**config.mk**
```make
export PLATFORM = sky130hd
export DESIGN_NAME = cgp_fitness_eval
export DESIGN_NICKNAME = d
export VERILOG_FILES = /design/src/rtl/cgp_pkg.sv /design/src/rtl/cgp_grid.sv /design/src/rtl/cgp_fitness_eval.sv
export SDC_FILE = /design/constraint.sdc
export NUM_CORES = 1
export LEC_CHECK = 0
export CAP_MARGIN = 10
export CORE_UTILIZATION = 54
export DETAILED_ROUTE_END_ITERATION = 10
export HOLD_SLACK_MARGIN = 0.1
export PLACE_DENSITY_LB_ADDON = 0.3
export REMOVE_ABC_BUFFERS = 1
export SKIP_CTS_REPAIR_TIMING = 1
export SKIP_LAST_GASP = 1
export SLEW_MARGIN = 5
export SYNTH_ARGS = -nofsm -noshare
export SYNTH_HDL_FRONTEND = slang
export SYNTH_SLANG_ARGS = --single-unit
```
**constraint.sdc**
```tcl
create_clock -name clk -period 24 [get_ports clk]
set_clock_uncertainty 0.15 [all_clocks]
set_input_delay 4.8 -clock clk [delete_from_list [all_inputs] [get_ports clk]]
set_output_delay 4.8 -clock clk [all_outputs]
set_load 0.005 [all_outputs]
```
**src/rtl/cgp_pkg.sv**
```systemverilog
// Shared types and helpers for the CGP fitness evaluator.
//   state_t      : evaluator FSM states
//   bits_sel/bits_out/fit_w : derived widths from the grid geometry
//   src_legal    : whether a cell in column c may read source index s
package cgp_pkg;

  typedef enum logic [1:0] {IDLE, RUN, FLUSH, DONE} state_t;

  function automatic int bits_sel(input int in_n, input int cells);
    return $clog2(in_n + cells);
  endfunction

  function automatic int bits_out(input int cells);
    return $clog2(cells);
  endfunction

  function automatic int fit_w(input int in_n, input int out_n);
    return $clog2(out_n * (1 << in_n) + 1);
  endfunction

  // Inputs are always readable; a cell may only read cells of the previous
  // lb columns, which keeps the grid strictly feed-forward.
  function automatic bit src_legal(input int s, input int c, input int in_n,
                                   input int row, input int col_n, input int lb);
    int m;
    int cm;
    if (s < in_n) return 1'b1;
    m = s - in_n;
    if (m >= row * col_n) return 1'b0;
    cm = m / row;
    return (cm < c) && (cm >= c - lb);
  endfunction

endpackage

```
**src/rtl/cgp_grid.sv**
```systemverilog
// Combinational ROW x COL grid of 4-input LUT cells plus output muxes.
//   inp       : primary input vector
//   lut       : LUT contents, cell k at [k*16+:16]
//   in_chrom  : four source selectors per cell, s0 is the LUT address MSB
//   out_chrom : cell selector per circuit output
//   out       : circuit outputs
module cgp_grid
  import cgp_pkg::*;
#(
  parameter  int IN          = 3,
  parameter  int OUT         = 2,
  parameter  int ROW         = 3,
  parameter  int COL         = 2,
  parameter  int LEVELS_BACK = 1,
  localparam int BITS_SEL    = bits_sel(IN, ROW*COL),
  localparam int BITS_OUT    = bits_out(ROW*COL)
) (
  input  logic [IN-1:0]                 inp,
  input  logic [ROW*COL*16-1:0]         lut,
  input  logic [ROW*COL*4*BITS_SEL-1:0] in_chrom,
  input  logic [OUT*BITS_OUT-1:0]       out_chrom,
  output logic [OUT-1:0]                out
);

  localparam int NCELL  = ROW * COL;
  localparam int NSRC_P = 1 << BITS_SEL;
  localparam int NOUT_P = 1 << BITS_OUT;

  // Padded to the full selector range so any out-of-range selector hits a 0.
  logic [NOUT_P-1:0] cells;

  if (NOUT_P > NCELL) begin : g_pad
    assign cells[NOUT_P-1:NCELL] = '0;
  end

  // Each column gets its own source vector built from the previous column's,
  // so no signal depends on itself and the chain stays acyclic.
  for (genvar c = 0; c < COL; c++) begin : g_col
    logic [NSRC_P-1:0] src;
    logic [NSRC_P-1:0] lmask;
    logic [NSRC_P-1:0] avail;
    logic [ROW-1:0]    cv;

    if (c == 0) begin : g_first
      assign src = NSRC_P'(inp);
    end else begin : g_next
      assign src = g_col[c-1].src | (NSRC_P'(g_col[c-1].cv) << (IN + (c-1)*ROW));
    end

    for (genvar s = 0; s < NSRC_P; s++) begin : g_mask
      assign lmask[s] = src_legal(s, c, IN, ROW, COL, LEVELS_BACK);
    end

    assign avail = src & lmask;

    for (genvar r = 0; r < ROW; r++) begin : g_row
      localparam int K = c*ROW + r;
      logic [3:0]  addr;
      logic [15:0] tbl;

      assign tbl = lut[K*16 +: 16];
      for (genvar j = 0; j < 4; j++) begin : g_sel
        assign addr[3-j] = avail[in_chrom[(K*4+j)*BITS_SEL +: BITS_SEL]];
      end
      assign cv[r]    = tbl[addr];
      assign cells[K] = cv[r];
    end
  end

  for (genvar o = 0; o < OUT; o++) begin : g_out
    assign out[o] = cells[out_chrom[o*BITS_OUT +: BITS_OUT]];
  end

endmodule

```
**src/rtl/cgp_fitness_eval.sv**
```systemverilog
// Serial fitness evaluator for one CGP genotype.
//   clk, rst  : clock, synchronous active-high reset
//   start     : begin evaluation (accepted only when idle)
//   saidas_LE : LUT contents per cell
//   in_chrom  : cell input selectors
//   out_chrom : output selectors
//   target    : expected truth table, bit [o*2**IN+v]
//   busy      : evaluation in progress (through the done cycle)
//   done      : one-cycle pulse when fitness/perfect are fresh
//   fitness   : number of matching output bits
//   perfect   : every output bit matched
module cgp_fitness_eval
  import cgp_pkg::*;
#(
  parameter  int IN          = 3,
  parameter  int OUT         = 2,
  parameter  int ROW         = 3,
  parameter  int COL         = 2,
  parameter  int LEVELS_BACK = 1,
  localparam int BITS_SEL    = bits_sel(IN, ROW*COL),
  localparam int BITS_OUT    = bits_out(ROW*COL),
  localparam int FIT_W       = fit_w(IN, OUT)
) (
  input  logic                          clk,
  input  logic                          rst,
  input  logic                          start,
  input  logic [ROW*COL*16-1:0]         saidas_LE,
  input  logic [ROW*COL*4*BITS_SEL-1:0] in_chrom,
  input  logic [OUT*BITS_OUT-1:0]       out_chrom,
  input  logic [OUT*(2**IN)-1:0]        target,
  output logic                          busy,
  output logic                          done,
  output logic [FIT_W-1:0]              fitness,
  output logic                          perfect
);

  localparam int NV    = 1 << IN;
  localparam int CNT_W = $clog2(OUT + 1);
  localparam logic [FIT_W-1:0] MAX_FIT = FIT_W'(OUT * NV);

  state_t state_q, state_d;

  logic [ROW*COL*16-1:0]         lat_lut;
  logic [ROW*COL*4*BITS_SEL-1:0] lat_in;
  logic [OUT*BITS_OUT-1:0]       lat_out;
  logic [OUT*NV-1:0]             lat_tgt;

  logic [IN-1:0]    vec_q;
  logic [OUT-1:0]   grid_out;
  logic [CNT_W-1:0] match_cnt;
  logic [CNT_W-1:0] cnt_q;
  logic             cnt_vld;
  logic [FIT_W-1:0] acc_q;
  logic [FIT_W-1:0] acc_next;

  cgp_grid #(
    .IN(IN), .OUT(OUT), .ROW(ROW), .COL(COL), .LEVELS_BACK(LEVELS_BACK)
  ) u_grid (
    .inp       (vec_q),
    .lut       (lat_lut),
    .in_chrom  (lat_in),
    .out_chrom (lat_out),
    .out       (grid_out)
  );

  always_comb begin
    match_cnt = '0;
    for (int o = 0; o < OUT; o++)
      match_cnt = match_cnt + CNT_W'(grid_out[o] ~^ lat_tgt[o*NV + int'(vec_q)]);
  end

  assign acc_next = acc_q + FIT_W'(cnt_q);

  always_comb begin
    state_d = state_q;
    unique case (state_q)
      IDLE:    if (start) state_d = RUN;
      RUN:     if (vec_q == '1) state_d = FLUSH;
      FLUSH:   state_d = DONE;
      DONE:    state_d = IDLE;
      default: state_d = IDLE;
    endcase
  end

  assign busy = (state_q != IDLE);
  assign done = (state_q == DONE);

  always_ff @(posedge clk) begin
    if (rst) begin
      state_q <= IDLE;
      vec_q   <= '0;
      cnt_q   <= '0;
      cnt_vld <= 1'b0;
      acc_q   <= '0;
      fitness <= '0;
      perfect <= 1'b0;
    end else begin
      state_q <= state_d;
      unique case (state_q)
        IDLE: if (start) begin
          lat_lut <= saidas_LE;
          lat_in  <= in_chrom;
          lat_out <= out_chrom;
          lat_tgt <= target;
          vec_q   <= '0;
          acc_q   <= '0;
          cnt_vld <= 1'b0;
        end
        // Stage 1 registers this vector's count; the previous one is folded in.
        RUN: begin
          cnt_q   <= match_cnt;
          cnt_vld <= 1'b1;
          vec_q   <= vec_q + IN'(1);
          if (cnt_vld) acc_q <= acc_next;
        end
        // The last vector's count is still in the pipe; fold it and publish.
        FLUSH: begin
          cnt_vld <= 1'b0;
          acc_q   <= acc_next;
          fitness <= acc_next;
          perfect <= (acc_next == MAX_FIT);
        end
        default: ;
      endcase
    end
  end

endmodule
```
Yosys cells after proc, flatten, opt, wreduce, memory -nomap -nowiden
Index checks and enable logic that the tools add are counted.
Widths: inputs -> output; s select.
- bits in registers: 233
- bits in latches: 0
- RAM bits: 0
- memory bits (read-only): 0
- bits of input ports: 217
- output and inout port bits: 8
- word-level logic and storage cells: 149
- memories kept: 0
- add/sub/neg operators: 4
- multiply operators: 0
- divide/modulo/power cells: 0
- magnitude comparators: 34
- equality and inequality tests: 8
- shifts and indexed selects: 0
- mux-type cells: 79
- bitwise operators: 4
- reductions and logical operators: 9
- operators by type and width (kind ; number):
    $lt 4x5->1 const B ; 30
    $bmux 1 s4 ; 31
    $mux 1 ; 36
    $pmux 5 s3 ; 1
    $mux 5 ; 2
    $bmux 1 s3 ; 3
    $lt 3x4->1 const B ; 2
    $pmux 2 s4 ; 1
    $ne 2x2->1 const B ; 3
    $or 3x6->6 ; 1
    $pmux 3 s2 ; 1
    $reduce_and 2->1 ; 3
    $reduce_and 3->1 ; 2
    $add 4x3->5 const A ; 1
    $add 5x2->5 ; 1
    $eq 5x5->1 const B ; 1
    $lt 3x5->1 const B ; 1
    $lt 5x5->1 const B ; 1
    $eq 2x2->1 const B ; 2
    $mux 2 ; 2
    $reduce_bool 2->1 ; 2
    $xnor 1x1->2 ; 2
    $add 3x1->3 const B ; 1
    $eq 3x3->1 const B ; 1
    other kinds (7) ; 7

Depth between registers and ports, before layout
- depth in word-level cells: 13
- gate-level depth with buffers: 20
- mapped depth without buffers: 17

By module
Synthesis repeated with hierarchy kept, for this count alone.
- cell total of the unflattened synthesis: 673
- area total of the unflattened synthesis: 10116.0 um2
- modules (own cells, without submodules) (module ; times used ; cells each ; area each (um2) ; sequential area each (um2)):
    cgp_fitness_eval ; 1 ; 332 ; 7527.2 ; 6806.5
    cgp_grid ; 1 ; 341 ; 2588.7 ; 0.0

Worst setup path after synthesis
OpenSTA, ideal clock, no wires.
- path kind: in2reg
- from: in rst
- to: reg lat_in[0], enable pin
- setup time: 794 ps
- arrival time: 13900 ps
- data required time: 23056 ps
- slack: 9157 ps
- stages: 2
- buffers on the path: 1
- cells stage by stage: clkbuf_1 nor2_1
- cells in the longest elaborated chain, start to end: 2
- ends and longest elaborated chain (item ; line ; source):
    from (decl) ; cgp_fitness_eval.sv:25 ; input logic rst,
    $not 1->1 (no line) ; -- ;
    $reduce_and 3->1 (no line) ; -- ;
    to (signal assigned) ; cgp_fitness_eval.sv:102 ; lat_in <= in_chrom;
    to (decl) ; cgp_fitness_eval.sv:44 ; logic [ROW*COL*4*BITS_SEL-1:0] lat_in;
No other way between the ends.
A chain may end at the register's enable or synchronous reset.

Worst setup path in the final report
- from: in rst
- to: reg lat_lut[4], enable pin
- cells in the longest elaborated chain, start to end: 2
- ends and longest elaborated chain (item ; line ; source):
    $not 1->1 (no line) ; -- ;
    $reduce_and 3->1 (no line) ; -- ;
    to (signal assigned) ; cgp_fitness_eval.sv:101 ; lat_lut <= saidas_LE;
    to (decl) ; cgp_fitness_eval.sv:43 ; logic [ROW*COL*16-1:0] lat_lut;
No other way between the ends.

==> results.cfg <==
[logic_synthesis]
synth_most_common_cell = edfxtp_1
ys_async_sr_fraction_pct = 0
ys_ff_latch = 233
syn_area_per_cell_um2 = 14.1
synthFlopType = edfxtp_1
synth_cell_types = 75
synth_edf_count = 214
synth_commonest_cells = 214 x edfxtp_1, 58 x nand2_1, 53 x nor2_1
ys_seq_area_share_pct = 66.7
yosysTopAreaCell = edfxtp_1
syn_area_um2 = 10200
synth_top_area_share_pct = 63.0
synth_area_leaders = edfxtp_1 63%, mux2i_1 5.0%, dfxtp_1 3.7%, mux4_2 2.4%, nand2_1 2.1%
synth_warnings = 0
syn_inst = 725

[worst_setup_path]
path_buf_inv = 2
endpoint_kind = flip-flop
slowest_stage = clkdlybuf4s50_1
rr_worst_depth = 17
cpPeakStageDelay_ns = 0.82
crit_chain = clkdlybuf4s50_1 -> nor2_4 -> buf_12
crit_start = rst
required_ns = 23.96
rr_endpoint = cnt_q[0]$_SDFFE_PP0P_
worstSetupStartpointType = primary input
path_max_fanout = 214
crit_type = in -> reg
crit_family = buffers and inverters
worstPathArrival_ns = 6.86
r2r_slack_ns = 18.48
reg2reg_from = vec_q[1]$_SDFFE_PP0P_

[pwr]
pwr_density_cell_nw_per_um2 = 83.8
irDropWorstVdd_v = 0.0000564
leakage_nw = 4.56

[timing]
fin_crit_sh_pct = 28.7
tns_ns = 0
fin_crit_ns = 6.90
rsz0062_at_grt = no
final-hold-violation-count = 0
fmax_mhz = 145
worst_pin_slew_ns = 1.16
maxSlewViolCount = 0
whs_ns = 0.327
slew_headroom_pct = 22.5
final-setup-viol-count = 0

[global_routing]
antenna_found_initial = 0
grt_pass1_vias = 6911
grt_usage_pct = 23.2
grt_max_degree = 215
grt_pass1_wl_mm = 35.1
grt-ovfl-total = 0

[hold_path]
min_path_cells = 2
hold_path_end = perfect$_SDFFE_PP0P_
hp-start = perfect$_SDFFE_PP0P_
min_path_type = reg -> reg

[placed_design]
portBuffers = 224
hpwl_mm = 15.5
gp_congestion = 0.852

[run_status]
run_status = finished, final reports clean

[clock_tree]
root_buffer = clkbuf_16
cts_made_buffers = 24
htreeDepth = 1
clk_pin_slew_ns = 0.06
worstSkewPairLatency_ns = 0.51
cts_tree = yes
cts_buffer_depth = 3
cts.sinks = 233

[detailed_routing]
viasPerCell = 5.72
wl_per_cell_um = 18.6
drc = 0
routed_wl_mm = 22.4
drt-pass1-iter-count = 5
drt-initial-drc-count = 364
ant_nets = 0
vias = 6881

[die]
die_y_um = 139
die_w_um = 139
die_area_um2 = 19400
ios = 225
rows = 49
coreArea_um2 = 18200
initial_core_util_pct = 56.0

[layout]
drive_gt1_share_pct = 8.84
area_growth_pct = 31.9
fillers = 1224
diodes = 0
layout.nets = 1182

[job]
max_cap_violations = 0
## worst max-delay path by stage
stage | to | slack, ns | depth (start not counted)
after floorplan | lat_in[0]$_DFFE_PP_ | 9.30 | 2
after global placement | lat_in[42]$_DFFE_PP_ | 16.71 | 3
after detailed placement | lat_in[41]$_DFFE_PP_ | 16.65 | 3
after CTS | lat_lut[85]$_DFFE_PP_ | 17.20 | 3
after global routing | lat_in[33]$_DFFE_PP_ | 17.02 | 3
final | lat_lut[4]$_DFFE_PP_ | 17.10 | 3
## tightest hold or removal path, cell delays in order (launching register included)
cell and delay (ns):
dfxtp_1 0.30, nand2b_1 0.07, a21oi_1 0.06
## cells by family after synthesis
kind of cell,synth area share (%)
adder cells (fa/ha/maj),1.30
XOR/XNOR,0.429
AND/OR/NAND/NOR,11.4
flip-flops,66.7
AO/OA/AOI/OAI,9.02
buffers and inverters,1.94
multiplexers,9.21
## layout by cell type, fill, tap and decap left out, types with 25 or more instances in the layout
cell type	synthesis	final
clkdlybuf4s50_1	0	224
edfxtp_1	214	214
o21ai_0	38	38
nand2_1	58	58
a21oi_1	26	26
nand3_1	41	41
mux2i_1	51	51
nor2_1	53	52
clkbuf_16	0	25
## sequential cells by signal, indices dropped and copies added (netlist names), 2 cells and up
register  cells
acc_q         5
cnt_q         2
fitness       5
lat_in       96
lat_lut      96
lat_out       6
lat_tgt      16
state_q       2
vec_q         3
## routing by layer
metal	wire length, um	vias up	part of all wire [%]	GRT usage, %
li1	-	3271	-	-
met1	8920	3305	40	29.0
met2	11500	266	51	41.2
met3	1440	39	6.4	4.51
met4	517	0	2.3	5.79
met5	0	-	0	0
## cell type report
cell class | instances | area [um^2] | area share, %
sequential | 233 | 6810 | 50.6
timing repair buffer | 228 | 2280 | 17.0
inverter | 17 | 63.8 | 0.474
multi-input combinational | 451 | 3200 | 23.8
clock buffer | 33 | 656 | 4.87
clock inverter | 11 | 149 | 1.11
tap | 229 | 287 | 2.13
## stage by stage
step                      setup WS, ns  std cells  total power [mW]  util (%)  cell area, um^2
after floorplan                   9.30        701             0.689         -            10100
after global routing             17.02       1202              1.18      73.9            13500
after detailed placement         16.65       1158             0.758      69.5            12600
after CTS                        17.20       1202              1.14      73.9            13500
final                            17.10       1202              1.13      73.9            13500
after global placement           16.71       1158             0.750      69.5            12600
## power by group
group | total [mW] | switching (mW) | internal, mW
Sequential | 0.541 | 0.0284 | 0.513
Combinational | 0.209 | 0.114 | 0.0952
Clock | 0.377 | 0.144 | 0.233
Note: power is estimated with default switching activity, not from simulation.
